**src/rtl/lsu_mem_stage.sv**
```systemverilog
// Load/store unit behind the execute ALU: takes the ALU result as the effective address,
// runs one req/gnt/rvalid data-memory transaction at a time and returns aligned load data.
module lsu_mem_stage #(
    parameter int ADDR_W = 32,
    parameter int DATA_W = 32
) (
    input  logic                  clk,
    input  logic                  reset_n,
    input  logic                  ex_valid,
    input  logic                  ex_we,
    input  logic [1:0]            ex_size,
    input  logic                  ex_unsigned,
    input  logic [ADDR_W-1:0]     ex_addr,
    input  logic [DATA_W-1:0]     ex_wdata,
    output logic                  lsu_busy,
    output logic                  dmem_req,
    output logic                  dmem_we,
    output logic [ADDR_W-1:0]     dmem_addr,
    output logic [DATA_W/8-1:0]   dmem_be,
    output logic [DATA_W-1:0]     dmem_wdata,
    input  logic                  dmem_gnt,
    input  logic                  dmem_rvalid,
    input  logic [DATA_W-1:0]     dmem_rdata,
    output logic                  done,
    output logic                  wb_valid,
    output logic [DATA_W-1:0]     wb_rdata,
    output logic                  misaligned,
    output logic [ADDR_W-1:0]     fault_addr,
    output logic [1:0]            dbg_state
);

    // Handshake: dmem_req stays high with address/be/wdata frozen until the cycle dmem_gnt
    // is seen high; dmem_rvalid is only meaningful while a load waits in S_WAIT, never in
    // the grant cycle. Upstream presents ex_valid and must hold the op while lsu_busy=1.
    typedef enum logic [1:0] {
        S_IDLE = 2'd0,
        S_REQ  = 2'd1,
        S_WAIT = 2'd2
    } state_t;

    state_t r_state;
    state_t w_next;

    logic                r_we;
    logic [1:0]          r_size;
    logic                r_unsigned;
    logic [1:0]          r_off;
    logic [ADDR_W-1:0]   r_addr;
    logic [DATA_W/8-1:0] r_be;
    logic [DATA_W-1:0]   r_wdata;
    logic                r_done;
    logic                r_wb_valid;
    logic [DATA_W-1:0]   r_wb_rdata;
    logic                r_mis;
    logic [ADDR_W-1:0]   r_fault;

    logic [1:0]          w_off;
    logic                w_bad;
    logic                w_accept;
    logic                w_reject;
    logic                w_store_done;
    logic                w_load_done;
    logic [DATA_W/8-1:0] w_be;
    logic [DATA_W-1:0]   w_wdata;
    logic [DATA_W-1:0]   w_lane;
    logic [DATA_W-1:0]   w_ld;

    assign w_off    = ex_addr[1:0];
    assign w_bad    = (ex_size == 2'b11)
                    | ((ex_size == 2'b01) & w_off[0])
                    | ((ex_size == 2'b10) & (w_off != 2'b00));
    assign w_accept = (r_state == S_IDLE) & ex_valid & ~w_bad;
    assign w_reject = (r_state == S_IDLE) & ex_valid & w_bad;

    always_comb begin
        w_next       = r_state;
        w_store_done = 1'b0;
        w_load_done  = 1'b0;
        case (r_state)
            S_IDLE: if (w_accept) w_next = S_REQ;
            S_REQ: begin
                if (dmem_gnt) begin
                    w_next       = r_we ? S_IDLE : S_WAIT;
                    w_store_done = r_we;
                end
            end
            S_WAIT: begin
                if (dmem_rvalid) begin
                    w_next      = S_IDLE;
                    w_load_done = 1'b1;
                end
            end
            default: w_next = S_IDLE;
        endcase
    end

    // Store lanes are replicated so the memory picks the right copy using only dmem_be.
    always_comb begin
        w_be    = 4'b1111;
        w_wdata = '0;
        if (ex_we) begin
            case (ex_size)
                2'b00: begin
                    w_be    = 4'b0001 << w_off;
                    w_wdata = {4{ex_wdata[7:0]}};
                end
                2'b01: begin
                    w_be    = 4'b0011 << w_off;
                    w_wdata = {2{ex_wdata[15:0]}};
                end
                default: begin
                    w_be    = 4'b1111;
                    w_wdata = ex_wdata;
                end
            endcase
        end
    end

    assign w_lane = dmem_rdata >> {r_off, 3'b000};

    always_comb begin
        w_ld = w_lane;
        case (r_size)
            2'b00:   w_ld = {{(DATA_W-8){w_lane[7] & ~r_unsigned}}, w_lane[7:0]};
            2'b01:   w_ld = {{(DATA_W-16){w_lane[15] & ~r_unsigned}}, w_lane[15:0]};
            default: w_ld = w_lane;
        endcase
    end

    always_ff @(posedge clk or negedge reset_n) begin
        if (!reset_n) begin
            r_state    <= S_IDLE;
            r_we       <= 1'b0;
            r_size     <= 2'b00;
            r_unsigned <= 1'b0;
            r_off      <= 2'b00;
            r_addr     <= '0;
            r_be       <= '0;
            r_wdata    <= '0;
            r_done     <= 1'b0;
            r_wb_valid <= 1'b0;
            r_wb_rdata <= '0;
            r_mis      <= 1'b0;
            r_fault    <= '0;
        end else begin
            r_state    <= w_next;
            r_done     <= w_store_done | w_load_done;
            r_wb_valid <= w_load_done;
            r_mis      <= w_reject;
            if (w_accept) begin
                r_we       <= ex_we;
                r_size     <= ex_size;
                r_unsigned <= ex_unsigned;
                r_off      <= w_off;
                r_addr     <= {ex_addr[ADDR_W-1:2], 2'b00};
                r_be       <= w_be;
                r_wdata    <= w_wdata;
            end
            if (w_reject) r_fault <= ex_addr;
            if (w_load_done) r_wb_rdata <= w_ld;
        end
    end

    assign lsu_busy   = (r_state != S_IDLE);
    assign dmem_req   = (r_state == S_REQ);
    assign dmem_we    = r_we;
    assign dmem_addr  = r_addr;
    assign dmem_be    = r_be;
    assign dmem_wdata = r_wdata;
    assign done       = r_done;
    assign wb_valid   = r_wb_valid;
    assign wb_rdata   = r_wb_rdata;
    assign misaligned = r_mis;
    assign fault_addr = r_fault;
    assign dbg_state  = r_state;

endmodule

```
**config.mk**
```make
export PLATFORM = sky130hd
export DESIGN_NAME = lsu_mem_stage
export DESIGN_NICKNAME = d
export VERILOG_FILES = /design/src/rtl/lsu_mem_stage.sv
export SDC_FILE = /design/constraint.sdc
export NUM_CORES = 1
export LEC_CHECK = 0
export CAP_MARGIN = 20
export CORE_MARGIN = 2
export CORE_UTILIZATION = 44
export CTS_CLUSTER_SIZE = 25
export DETAILED_ROUTE_END_ITERATION = 16
export GPL_TIMING_DRIVEN = 1
export PLACE_DENSITY = 0.81
export RECOVER_POWER = 25
export SYNTH_ARGS = -nofsm -noshare
export SYNTH_HDL_FRONTEND = slang
export SYNTH_SLANG_ARGS = --single-unit
export TNS_END_PERCENT = 20
```
**constraint.sdc**
```tcl
create_clock -name clk -period 2.7 [get_ports clk]
set_input_delay 0.27 -clock clk [delete_from_list [all_inputs] [get_ports clk]]
set_output_delay 0.27 -clock clk [all_outputs]
set_load 0.005 [all_outputs]
```
# --- After elaboration in Yosys (flattened, before gate mapping) ---
# Index checks and enable logic that the tools add are counted.
totals:
  reg_bits: 141
  in_bits: 105
  output_inout_bits: 140
  word_cells: 57
classes:
  n_eq_ne: 9
  shifts: 3
  n_mux: 14
  bitwise_logic: 12
  reduce_logical: 6
op_table:
  columns: ["operator", "count"]
  rows:
  - ["one-hot mux 32 bit (2 select lines)", 2]
  - ["2-to-1 mux 32 bit", 1]
  - [">> shifter 32 x 5 -> 32 bit", 1]
  - ["2-to-1 mux 2 bit", 4]
  - ["one-hot mux 4 bit (2 select lines)", 1]
  - ["bitwise AND 1 bit", 7]
  - ["equality test 2 x 1 -> 1 bit (second input constant)", 3]
  - ["equality test 2 bit (second input constant)", 3]
  - ["zero test 2 bit", 3]
  - ["one-hot mux 2 bit (3 select lines)", 1]
  - ["2-to-1 mux 1 bit", 4]
  - ["2-to-1 mux 4 bit", 1]
  - ["inequality test 2 bit (second input constant)", 2]
  - ["nonzero test 2 bit", 2]
  - ["left shift 1 x 2 -> 4 bit (first input constant)", 1]
  - ["left shift 2 x 2 -> 4 bit (first input constant)", 1]
  - ["bitwise OR 1 bit", 3]
  - ["AND reduction 3 bit", 1]
  - ["inequality test 2 x 1 -> 1 bit (second input constant)", 1]
  - ["inverter 1 bit", 2]

# --- Longest topological paths before layout ---
depth:
  word_depth: 8
  depth_mapped: 7

# --- Least setup slack after synthesis ---
# Ideal clock, no wire load.
synth_path:
  path_kind: "register -> register"
  start: "register r_off[0]"
  end: "register r_wb_rdata[23] (netlist: wb_rdata[23])"
  setup_time_ns: 0.104
  arrival_time_ns: 1.751
  slack_ns: 0.845
  path_stages_with_launch: 7
  path_buffers: 2
  period_less_slack_ns: 1.855
  path_cell_list: "dfrtp_1 buf_6 nand2b_1 mux4_2 or4_1 buf_2 o311ai_1"
synth_between:
  elab_chain_len: 3
synth_rtl:
  columns: ["item", "line_no", "text"]
  rows:
  - ["from (decl)", "47", "logic [1:0] r_off;"]
  - ["from (signal assigned)", "154", "r_off <= w_off;"]
  - [">> shifter 32 x 5 -> 32 bit *", "119", "assign w_lane = dmem_rdata >> {r_off, 3'b000};"]
  - ["bitwise AND 1 bit, on equally long branches", "125, 124", null]
  - ["one-hot mux 32 bit (2 select lines) *", "123", "case (r_size)"]
  - ["to (signal assigned)", "160", "if (w_load_done) r_wb_rdata <= w_ld;"]
  - ["to (decl)", "53", "logic [DATA_W-1:0] r_wb_rdata;"]
# Mark *: on every way between the ends. The rest lies on a longest branch, timed or not.
# A chain may end at the register's enable or synchronous reset.

# --- Worst setup path after layout ---
# Ends and elaborated chain as after synthesis.

==> summary.md <==
| Metric | Value |
|---|---|
| Antenna diode instance count | `0` |
| Post-DP HPWL | `13300 um` |
| Clock buffers created by TritonCTS | `17` |
| CTS-repair resized insts | `0` |
| Worst-path clk slew | `60 ps` |
| Post-synthesis cell type count | `33` |
| Global route total overflow | `0` |
| Drt total wl | `18000 um` |
| Cells after DPL | `940` |
| RSZ-0062 raised after global routing | `false` |
| GPL Wtd Cong | `0.870` |
| Total Routing Usage GR | `24.5%` |
| Clk_lat worst skew | `420 ps` |
| Commonest cells after routing, fill and taps aside | `clkdlybuf4s50_1, dfrtp_1, nand2_1, mux2_2, o21ai_0` |
| Top Ports | `245` |
| Clock buffer depth | `2` |
| Iteration-0 DRC Markers | `289` |
| Final nets | `885` |
| Class of the most critical hold timing path | `flip-flop to flip-flop` |
| DIE AREA | `0.0151 mm^2` |
| Fin crit share | `74.8%` |
| I/O Buffers | `242` |
| Fmax | `495 MHz` |
| Row cnt | `43` |
| Wire length per cell | `18.5 um` |
| Critical path capture point type | `flip-flop` |
| Synth Instances | `544` |
| Worst setup SP type | `flip-flop` |
| # H-tree levels | `4` |
| Worst Path Arrival | `2330 ps` |
| CP Cell Sequence | `mux2i_1 > mux4_2 > or4_1 > o311ai_1` |
| Final setup fails | `0` |
| Synth Cell Area | `0.00620 mm^2` |
| Vias in the first global route | `5382` |
| Final hold vios | `0` |
| Vias | `5198` |
| Crit Path Class | `flip-flop to flip-flop` |
| TritonCTS clock tree | `done` |
| Post-CTS setup buffers | `0` |
| Peak VDD IR | `0.583 mV` |
| P_leak | `0.00407 uW` |
| Syn-to-layout area delta | `52.3%` |
| Pin count of the biggest net entering global routing | `65` |
| Core Area | `0.0138 mm^2` |
| Hold-fix buffers, CTS | `1` |
| Actual slew at the worst max-slew pin | `1250 ps` |
| Detail Route Antenna Nets | `0` |
| Max-cap violation count | `0` |
| Fin crit period | `2020 ps` |
| Sequential fraction of the synthesis area | `56.9%` |
| TNS Setup | `0 ps` |
| Die height | `123 um` |
| Initial antenna violation count | `0` |
| Die Width | `123 um` |
| PD cells | `1000 mW/mm^2` |
| Max-slew headroom | `17.0%` |
| Drt via density | `5.35` |
| Status | `finished, final reports clean` |
| CTS root buffer | `clkbuf_16` |
| Non-filler cells, final | `972` |
| Synth Warn # | `0` |
| Starting density of the core | `44.9%` |
| Crit Path Max Fanout | `8` |
| DRT Pass-1 Iters | `5` |
| First-pass GRT wire length | `27900 um` |
| Worst path slowest cell | `or4_1` |
| Remaining DRCs | `0` |
| Slowest cell delay on critical path | `600 ps` |
| Clock Skews | `8.57 ps` |
| Post-Syn Area per Cell | `11.4 um^2` |
| Clk sinks | `141` |
| Slew Viols, Final | `0` |
| Critical Path RT | `3010 ps` |
| Most common cell after layout, fill and taps aside | `clkdlybuf4s50_1` |
| Layout cells sized above 1 | `15.5%` |
| FF+latch count, synth | `141` |
## worst max-delay path, delay by kind of cell, from the launching register on
family | cells | cell delay, ps
compound gates | 1 | 140
mux | 2 | 710
simple gates | 1 | 600
flops | 1 | 470
## power by group
part	internal, uW	switching (uW)
registers	2930	496
clock network	1620	872
logic	2220	1340
total	6780	2700
## metal layers
layer / wire length (um) / GRT usage, % / vias up
met5: 0 / 0 / -
met2: 8700 / 39.1 / 259
met4: 614 / 12.4 / 0
li1: - / - / 2377
met3: 1740 / 8.69 / 40
met1: 6940 / 29.2 / 2522
## flip-flops by register name, summed over array words and instances (netlist names)
name,count
dmem_wdata,32
fault_addr,32
wb_rdata,32
dmem_addr,30
dmem_be,4
dbg_state,2
r_off,2
r_size,2
dmem_we,1
done,1
misaligned,1
r_unsigned,1
wb_valid,1
## synth_stat cells (all sizes together)
cell / n / area share, %
nand3: 14 / 1.1
o2bb2ai: 1 / 0.14
nor4: 1 / 0.34
or4: 1 / 0.12
nor3: 3 / 0.24
nor2: 31 / 1.9
o22ai: 1 / 0.10
and2: 6 / 0.61
a21oi: 18 / 1.5
mux2i: 41 / 6.6
nand2: 82 / 5.0
o311ai: 1 / 0.14
conb: 1 / 0.060
mux4: 1 / 0.36
nor2b: 3 / 0.30
dfrtp: 141 / 57
clkbuf: 23 / 1.4
o31ai: 16 / 1.9
o31a: 1 / 0.14
o211ai: 1 / 0.12
or2: 1 / 0.10
mux2: 75 / 14
buf: 17 / 1.5
a221o: 8 / 1.3
nand2b: 4 / 0.40
inv: 3 / 0.18
o21ai: 45 / 3.6
clkinv: 2 / 0.12
a32o: 1 / 0.16
nand3b: 1 / 0.12
## worst paths after layout
path / depth (start not counted) / slack [ps] / startpoint / end
worst min register to register: 2 / 480 / dmem_wdata[30] / dmem_wdata[30]
worst max register to register: 4 / 680 / r_off[0] / wb_rdata[23]
worst max-delay path: 4 / 680 / r_off[0] / wb_rdata[23]
min in group asynchronous: 2 / 680 / reset_n / wb_rdata[24]
max in group asynchronous: 3 / 960 / reset_n / dmem_wdata[10]
worst min-delay path: 2 / 480 / dmem_wdata[30] / dmem_wdata[30]
## per-stage QoR
| step | hold slack (ps) | total power [uW] | area, um^2 | setup WS (ps) | utilization [%] |
|---|---|---|---|---|---|
| 2_1_floorplan | -25.6 | 4760 | 6210 | 845 | - |
| 3_3_place_gp | 236 | 6870 | 8820 | 442 | 63.8 |
| 3_5_place_dp | 236 | 7010 | 8820 | 359 | 63.8 |
| 4_1_cts | 371 | 9560 | 9460 | 683 | 68.4 |
| 5_1_grt | 474 | 10000 | 9450 | 595 | 68.3 |
| 6_report | 476 | 9480 | 9450 | 681 | 68.3 |
## cells by family (layout without fill, tap and decap cells)
family                 after synthesis  count (layout)  synth area share, %
AO/OA/AOI/OAI                       93              93                 9.12
other                                1               2               0.0604
multiplexers                       117             117                 20.6
AND/OR/NAND/NOR                    147             147                 10.2
flip-flops                         141             141                 56.9
buffers and inverters               45             292                 3.17
## cell type report
cell class / instances / area, um^2
fill: 991 / 4380
sequential: 141 / 3530
timing repair buffer: 256 / 2560
multi-input combinational: 359 / 2490
clock buffer: 18 / 429
tap: 180 / 225
clock inverter: 13 / 198
inverter: 5 / 18.8
Note: power is estimated with default switching activity, not from simulation.
